[src/rtl/reorder_buffer_dual_commit.sv]
// Reorder buffer with in-order dual retirement, CDB bypass on operand
// lookups and a registered one-cycle flush on branch mispredict.
module reorder_buffer_dual_commit #(
   parameter int ADDR_WIDTH = 32,
   parameter int REG_WIDTH  = 5,
   parameter int RoB_WIDTH  = 4,
   parameter int NON_DEP    = 1 << RoB_WIDTH
) (
   input  logic                     Sys_clk,
   input  logic                     Sys_rst,
   input  logic                     Sys_rdy,
   input  logic                     DPRoB_en,
   input  logic [ADDR_WIDTH-1:0]    DPRoB_pc,
   input  logic [1:0]               DPRoB_type,
   input  logic [REG_WIDTH-1:0]     DPRoB_rd,
   input  logic                     DPRoB_predict,
   input  logic [RoB_WIDTH:0]       DPRoB_Qj,
   input  logic [RoB_WIDTH:0]       DPRoB_Qk,
   output logic                     RoBDP_full,
   output logic [RoB_WIDTH-1:0]     RoBDP_index,
   output logic                     RoBDP_Qj_ready,
   output logic                     RoBDP_Qk_ready,
   output logic [31:0]              RoBDP_Vj,
   output logic [31:0]              RoBDP_Vk,
   input  logic                     CDBRoB_RS_en,
   input  logic [RoB_WIDTH-1:0]     CDBRoB_RS_index,
   input  logic [31:0]              CDBRoB_RS_value,
   input  logic [ADDR_WIDTH-1:0]    CDBRoB_RS_next_pc,
   input  logic                     CDBRoB_LSB_en,
   input  logic [RoB_WIDTH-1:0]     CDBRoB_LSB_index,
   input  logic [31:0]              CDBRoB_LSB_value,
   output logic [1:0]               RoBRF_en,
   output logic [2*REG_WIDTH-1:0]   RoBRF_rd,
   output logic [63:0]              RoBRF_value,
   output logic [2*RoB_WIDTH-1:0]   RoBRF_index,
   output logic                     RoBLSB_store_en,
   output logic [RoB_WIDTH-1:0]     RoBLSB_store_index,
   output logic                     RoB_flush,
   output logic [ADDR_WIDTH-1:0]    RoBIF_next_pc
);

   localparam int DEPTH = 1 << RoB_WIDTH;
   localparam int CW = RoB_WIDTH + 1;
   localparam logic [RoB_WIDTH:0] NDEP = CW'(NON_DEP);
   localparam logic [RoB_WIDTH:0] FULL_CNT = CW'(DEPTH);

   typedef enum logic [1:0] {
      T_OTHER  = 2'd0,
      T_BRANCH = 2'd1,
      T_STORE  = 2'd2
   } rob_type_e;

   logic                  busy [DEPTH];
   logic                  rdy  [DEPTH];
   rob_type_e             typ  [DEPTH];
   logic [REG_WIDTH-1:0]  rd_q [DEPTH];
   logic                  pred [DEPTH];
   logic [31:0]           val  [DEPTH];
   logic [ADDR_WIDTH-1:0] npc  [DEPTH];

   logic [RoB_WIDTH-1:0] head, tail, head1;
   logic [RoB_WIDTH:0]   count, count_nx;
   logic                 c0, c1, mispred, disp, rs_ok, lsb_ok;
   logic                 ot0, ot1, st0, st1;
   logic [1:0]           n_commit;
   logic [REG_WIDTH-1:0] rd0, rd1;
   logic [31:0]          v0, v1;
   logic [RoB_WIDTH-1:0] idx0, idx1;

   assign head1 = head + 1'b1;
   assign RoBDP_full = (count == FULL_CNT);
   assign RoBDP_index = tail;

   // the squashed path is dropped while the flush is visible
   assign disp = DPRoB_en && !RoBDP_full && !RoB_flush;
   assign rs_ok = CDBRoB_RS_en && !RoB_flush;
   assign lsb_ok = CDBRoB_LSB_en && !RoB_flush;

   assign c0 = busy[head] && rdy[head];
   assign c1 = c0 && (typ[head] != T_BRANCH)
             && busy[head1] && rdy[head1]
             && !(typ[head] == T_STORE && typ[head1] == T_STORE);
   assign mispred = c0 && (typ[head] == T_BRANCH)
                  && (val[head][0] != pred[head]);

   assign ot0 = c0 && (typ[head] == T_OTHER);
   assign ot1 = c1 && (typ[head1] == T_OTHER);
   assign st0 = c0 && (typ[head] == T_STORE);
   assign st1 = c1 && (typ[head1] == T_STORE);

   assign n_commit = {1'b0, c0} + {1'b0, c1};
   assign count_nx = count + CW'(disp) - CW'(n_commit);

   assign rd0 = ot0 ? rd_q[head] : '0;
   assign rd1 = ot1 ? rd_q[head1] : '0;
   assign v0 = ot0 ? val[head] : '0;
   assign v1 = ot1 ? val[head1] : '0;
   assign idx0 = c0 ? head : '0;
   assign idx1 = c1 ? head1 : '0;

   logic [RoB_WIDTH:0] qtag [2];
   logic               q_rdy [2];
   logic [31:0]        q_val [2];

   assign qtag[0] = DPRoB_Qj;
   assign qtag[1] = DPRoB_Qk;
   assign RoBDP_Qj_ready = q_rdy[0];
   assign RoBDP_Qk_ready = q_rdy[1];
   assign RoBDP_Vj = q_val[0];
   assign RoBDP_Vk = q_val[1];

   always_comb begin
      for (int q = 0; q < 2; q++) begin
         q_rdy[q] = 1'b0;
         q_val[q] = '0;
         if (qtag[q] == NDEP) begin
            q_rdy[q] = 1'b1;
         end else if (rs_ok &&
            CDBRoB_RS_index == qtag[q][RoB_WIDTH-1:0]) begin
            q_rdy[q] = 1'b1;
            q_val[q] = CDBRoB_RS_value;
         end else if (lsb_ok &&
            CDBRoB_LSB_index == qtag[q][RoB_WIDTH-1:0]) begin
            q_rdy[q] = 1'b1;
            q_val[q] = CDBRoB_LSB_value;
         end else begin
            q_rdy[q] = rdy[qtag[q][RoB_WIDTH-1:0]];
            q_val[q] = val[qtag[q][RoB_WIDTH-1:0]];
         end
      end
   end

   always_ff @(posedge Sys_clk or posedge Sys_rst) begin
      if (Sys_rst) begin
         head <= '0;
         tail <= '0;
         count <= '0;
         for (int i = 0; i < DEPTH; i++) begin
            busy[i] <= 1'b0;
            rdy[i] <= 1'b0;
         end
         RoBRF_en <= '0;
         RoBRF_rd <= '0;
         RoBRF_value <= '0;
         RoBRF_index <= '0;
         RoBLSB_store_en <= 1'b0;
         RoBLSB_store_index <= '0;
         RoB_flush <= 1'b0;
         RoBIF_next_pc <= '0;
      end else if (Sys_rdy) begin
         RoBRF_en <= {ot1, ot0};
         RoBRF_rd <= {rd1, rd0};
         RoBRF_value <= {v1, v0};
         RoBRF_index <= {idx1, idx0};
         RoBLSB_store_en <= st0 || st1;
         RoBLSB_store_index <= st0 ? head : (st1 ? head1 : '0);
         RoB_flush <= mispred;
         if (mispred) begin
            RoBIF_next_pc <= npc[head];
            head <= '0;
            tail <= '0;
            count <= '0;
            for (int i = 0; i < DEPTH; i++) begin
               busy[i] <= 1'b0;
               rdy[i] <= 1'b0;
            end
         end else begin
            if (disp) begin
               busy[tail] <= 1'b1;
               rdy[tail] <= 1'b0;
               tail <= tail + 1'b1;
            end
            if (rs_ok) rdy[CDBRoB_RS_index] <= 1'b1;
            if (lsb_ok) rdy[CDBRoB_LSB_index] <= 1'b1;
            if (c0) begin
               busy[head] <= 1'b0;
               rdy[head] <= 1'b0;
            end
            if (c1) begin
               busy[head1] <= 1'b0;
               rdy[head1] <= 1'b0;
            end
            head <= head + RoB_WIDTH'(n_commit);
            count <= count_nx;
         end
      end
   end

   // payload needs no reset: it is only read behind busy/ready
   always_ff @(posedge Sys_clk) begin
      if (Sys_rdy) begin
         if (disp) begin
            typ[tail] <= rob_type_e'(DPRoB_type);
            rd_q[tail] <= DPRoB_rd;
            pred[tail] <= DPRoB_predict;
            val[tail] <= '0;
            npc[tail] <= DPRoB_pc;
         end
         if (rs_ok) begin
            val[CDBRoB_RS_index] <= CDBRoB_RS_value;
            npc[CDBRoB_RS_index] <= CDBRoB_RS_next_pc;
         end
         if (lsb_ok) val[CDBRoB_LSB_index] <= CDBRoB_LSB_value;
      end
   end

endmodule
[config.mk]
export PLATFORM = sky130hd
export DESIGN_NAME = reorder_buffer_dual_commit
export DESIGN_NICKNAME = d
export VERILOG_FILES = /design/src/rtl/reorder_buffer_dual_commit.sv
export SDC_FILE = /design/constraint.sdc
export NUM_CORES = 2
export LEC_CHECK = 0
export CORE_ASPECT_RATIO = 1.5
export CORE_MARGIN = 3
export CORE_UTILIZATION = 30
export CTS_CLUSTER_SIZE = 10
export DETAILED_ROUTE_END_ITERATION = 10
export PLACE_DENSITY_LB_ADDON = 0.2
export SLEW_MARGIN = 20
export SYNTH_ARGS = -nofsm -noshare
export SYNTH_HDL_FRONTEND = slang
export SYNTH_SLANG_ARGS = --single-unit
[constraint.sdc]
create_clock -name Sys_clk -period 8.15 [get_ports Sys_clk]
set_input_delay 2.0375 -clock Sys_clk [delete_from_list [all_inputs] [get_ports Sys_clk]]
set_output_delay 2.0375 -clock Sys_clk [all_outputs]
set_load 0.01 [all_outputs]
* Yosys cells after proc, flatten, opt, wreduce, memory -nomap -nowiden
Memory sizes are Yosys's and may differ from the RTL's. A register that Yosys moved wholly into a read port is not among the register bits. Cells that the tools add are included.
Storage, ports and cells: output and inout port bits 193, memories 5, RAM bits 1152, flip-flop bits (word level) 135
Cells by class: bitwise logic cells 18, mux-type cells 83, $lt $le $gt $ge 12, reductions and logical operators 34, add/sub/neg operators 6, equal/unequal tests 12
Memories:
- npc | words 16, width 32, read ports 1, clocked after Yosys merged registers in 1, write ports 2, line 59 | logic [ADDR_WIDTH-1:0] npc [DEPTH];
- val | words 16, width 32, read ports 4, clocked after Yosys merged registers in 0, write ports 3, line 58 | logic [31:0] val [DEPTH];
- rd_q | words 16, width 5, read ports 2, clocked after Yosys merged registers in 0, write ports 1, line 56 | logic [REG_WIDTH-1:0] rd_q [DEPTH];
- typ | words 16, width 2, read ports 2, clocked after Yosys merged registers in 0, write ports 1, line 55 | rob_type_e typ [DEPTH];
- pred | words 16, width 1, read ports 1, clocked after Yosys merged registers in 0, write ports 1, line 57 | logic pred [DEPTH];
Operators by type and width (count):
- $mux W16 | 22
- $mux W32 | 8
- $and A16 B16 Y16 | 5
- $not A16 Y16 | 3
- $or A16 B16 Y16 | 3
- $ge A5 B5 Y1 const B | 7
- $not A4 Y5 | 7
- $mux W1 | 32
- $mux W4 | 7
- $logic_and A1 B1 Y1 | 25
- $lt A5 B1 Y1 const B | 5
- $bmux W1 S4 | 6
- $demux W1 S4 | 5
- $eq A4 B4 Y1 | 4
- $eq A5 B5 Y1 const B | 3
- $mux W5 | 3
- $add A4 B1 Y4 const B | 2
- $add A5 B1 Y5 | 1
- $sub A5 B2 Y5 | 1
- $add A4 B2 Y4 | 1
- $eq A2 B2 Y1 const B | 2
- $logic_not A2 Y1 | 2
- $reduce_and A2 Y1 | 2
- $logic_not A1 Y1 | 3
- other kinds (6) | 6

* Depth between registers and ports, before layout
depth after elaboration 25, mapped depth 36

* Worst setup path after synthesis
Ideal clock, no wire load.
path kind input -> output, from in DPRoB_Qj[0], to out RoBDP_Vj[10], path buffers 3, stages 7, arrival 4.416 ns, slack 1.696 ns, data required time 6.113 ns, cell sequence buf_2 buf_1 buf_1 mux4_2 mux4_2 mux2i_1 a211oi_1
Between the ends: word-level cells in the longest chain between the ends 5, elaborated cells on any way between the ends 9, classes of those cells 3 x eq/ne; 3 x mux; 2 x reduce/logical; 1 x memory
RTL lines:
- start, declared | line 17 | input logic [RoB_WIDTH:0] DPRoB_Qj,
- branches (longest 4 deep; another with $mem_v2 Z16 W32)
- $mux W32 (*) | line 116 | if (qtag[q] == NDEP) begin
- end, declared | line 23 | output logic [31:0] RoBDP_Vj,
Every way passes the cells marked *.

* Final worst setup path
from in CDBRoB_LSB_index[3], to out RoBDP_Vj[15]
Between the ends: word-level cells in the longest chain between the ends 5
RTL lines:
- start, declared | line 30 | input logic [RoB_WIDTH-1:0] CDBRoB_LSB_index,
- $eq A4 B4 Y1 | line 123 | CDBRoB_LSB_index == qtag[q][RoB_WIDTH-1:0]) begin
- $logic_and A1 B1 Y1 | line 122 | end else if (lsb_ok &&
- $mux W32 | line 122
- $mux W32 | line 118 | end else if (rs_ok &&
- $mux W32 | line 116
No other way between the ends.

==> run_results.csv <==
group,metric,value,unit
routing,routed_wl,321,mm
timing,hold_viol_final,0,
power,p_comb_frac,0.381,
timing,fin_setup_tns,0,ps
timing,setup_ws,603,ps
synthesis,synth_top_family_by_area,"multiplexers",
placed_design,pre_cts_slack,719,ps
power,clkPwrFrac,0.279,
floorplanning,die_w,421,µm
synthesis,synthArstFlopShare,0.127,
routing,drt_iter0_markers,5746,
status,status,"finished, final reports clean",
synthesis,synthSimpleGateAreaFrac,0.0412,
synthesis,synth_fp_nets,5278,
power,switching_share,0.351,
synthesis,ys.flop_type,"edfxtp_1",
clock_network,clkTransAtPathRegs,50,ps
finish,fin_area,89900,µm²
finish,finalNetCount,5303,
grt,grt_pass1_wl,445,mm
clock_network,htreeDepth,4,
synthesis,synth_compound_area_frac,0.0908,
clock_network,clock-sinks,1319,
timing,min_period,7550,ps
setup_path,path_class,"input port to output port",
synthesis,synth_edf_count,1152,
routing,num_vias,52716,
floorplanning,ios,353,
timing,finalMaxSlewViolations,0,
placed_design,place_area,85000,µm²
power,p_leak,29.7,nW
timing,fin_crit_sh,0.926,
placed_design,gp_congestion,0.841,
synthesis,yosys_warnings,0,
synthesis,syn_avg_cell_area,15.2,µm²
power,powerDensity,278,nW/µm²
flow_run,max_cap_viol_count,0,
setup_path,cp.arrival,5510,ps
grt,grt_pass1_vias,53764,
clock_network,root_buffer,"clkbuf_16",
power,internal_power,16.2,mW
clock_network,cts_buffers,164,
floorplanning,dieArea,265000,µm²
routing,routed_via_density,6.05,
synthesis,synthCells,5097,
finish,area_delta_synth_final,15.8,%
min_path,hold_path_class,"register to register",
grt,grt.total_usage,0.237,
timing,slew_headroom,0.169,
setup_path,startpoint,"CDBRoB_LSB_index[3]",
synthesis,synthXorXnorAreaFrac,0.00279,
clock_network,cts-resized-gates,0,
synthesis,synth-seq-cells,1319,
finish,final_cell_mix,"1152 x edfxtp_1, 846 x mux4_2, 554 x a22o_1",
timing,fin_skew,63.0,ps
synthesis,syn_area,77600,µm²
synthesis,synth-seq-area-share,0.500,
timing,setup_violations,0,
clock_network,post_cts_buffers,0,
floorplanning,coreArea,257000,µm²
floorplanning,die_h,629,µm
finish,final_cells,8713,
routing,drc,0,
synthesis,synth_mux_area_frac,0.326,
setup_path,timing.rr.start,"head[1]",
timing,whs,489,ps
grt,grt_max_degree,131,
timing,fmax,0.133,GHz
setup_path,end_kind,"output port",
grt,gr-total-overflow,0,
power,p_sw,8.77,mW
placed_design,dpl.hpwl,184,mm
timing,rsz0062_at_grt,"false",
placed_design,portBuffers,352,
finish,drive_above_1_share,0.349,
clock_network,insertion_delay,850,ps
routing,avgRoutedWirePerCell,36.9,µm
setup_path,crit_path_max_fanout,22,
floorplanning,rows,228,
grt,antenna_found_initial,49,
floorplanning,start_util,0.302,
synthesis,synth_cell_types,58,
setup_path,start_kind,"input port",
placed_design,dp_cells,8406,
power,seqPwrFrac,0.339,
min_path,min_from,"RoBRF_value[41]",
synthesis,synth_adder_area_share,0.00358,
clock_network,cts_buffer_depth,4,
finish,final_common_cell,"edfxtp_1",
power,ir_drop,0.370,mV
setup_path,required,6110,ps
clock_network,cts_tree,"yes",
routing,drt.antenna.violating_nets,0,
clock_network,ctsHoldBuffers,0,
routing,drt_pass1_iterations,6,
timing,tightest_slew,1250,ps
-- synthesized netlist by cell type, types with 67 or more instances --
master / n / area (µm²)
nor2_1: 150 / 563
edfxtp_1: 1152 / 34600
buf_1: 80 / 300
dfrtp_1: 167 / 4180
a211oi_1: 67 / 503
clkbuf_1: 519 / 1950
mux2i_1: 74 / 741
mux4_2: 846 / 19100
o21ai_0: 75 / 375
mux2_2: 483 / 5440
a22o_1: 554 / 4850
nand2_1: 446 / 1670
nand3_1: 67 / 335
-- power by group through the flow --
| stage | sequential (mW) | clock (mW) | combinational, mW |
|---|---|---|---|
| 2_1_floorplan | 8.39 | 0 | 6.20 |
| 3_3_place_gp | 8.59 | 0 | 9.58 |
| 3_5_place_dp | 8.61 | 0 | 9.59 |
| 4_1_cts | 8.47 | 7.13 | 9.62 |
| 5_1_grt | 8.54 | 7.38 | 10.1 |
| 6_report | 8.47 | 6.98 | 9.52 |
-- critical path, cell delays in order --
cell,delay (ps)
clkdlybuf4s50_1,710
buf_4,340
xor2_1,160
nor3_1,320
nand3_4,490
buf_12,400
mux2i_1,140
a211oi_1,310
clkdlybuf4s50_1,580
-- per-stage QoR --
| step | power, mW | util |
|---|---|---|
| after CTS | 25.2 | 0.349 |
| after global placement | 18.2 | 0.330 |
| after floorplan | 14.6 | - |
| final | 25.0 | 0.349 |
| after global routing | 26.0 | 0.349 |
| after detailed placement | 18.2 | 0.330 |
-- state kept, by name, indices dropped and copies added (netlist names) --
signal	flops
RoBIF_next_pc	32
RoBRF_index	8
rdy	16
head	4
pred	16
RoBRF_value	64
count	5
RoBRF_en	2
RoBLSB_store_index	4
RoBDP_index	4
busy	16
npc	512
RoBLSB_store_en	1
RoB_flush	1
typ	32
RoBRF_rd	10
val	512
rd_q	80
-- final timing paths --
path / end / slack, ps / cells past startpoint
max: RoBDP_Vj[15] / 600 / 9
min: RoBRF_value[41] / 490 / 1
max reg2reg: count[4] / 2230 / 23
min reg2reg: RoBRF_value[41] / 490 / 1
max in group asynchronous: head[1] / 4900 / 3
min in group asynchronous: RoBRF_value[4] / 1640 / 2
-- routing by layer --
layer | wire, µm | global-route usage | up-vias
li1 | - | - | 20981
met1 | 119000 | 0.287 | 28177
met2 | 162000 | 0.408 | 2842
met3 | 26100 | 0.0497 | 678
met4 | 14500 | 0.0997 | 38
met5 | 241 | 0 | -
-- kinds of logic after synthesis --
kind of cell	after synthesis
XOR/XNOR	23
AO/OA/AOI/OAI	864
adder cells (fa/ha/maj)	21
flip-flops	1319
multiplexers	1406
buffers and inverters	697
AND/OR/NAND/NOR	767
-- final cells by class --
class	count	area, µm²
Antenna cell	17	42.5
Clock buffer	277	4720
Clock inverter	13	148
Fill cell	24618	167000
Inverter	34	140
Multi-Input combinational cell	3081	36700
Sequential cell	1319	38800
Tap cell	3450	4320
Timing Repair Buffer	522	5030
Power figures use the tool's default switching activity.
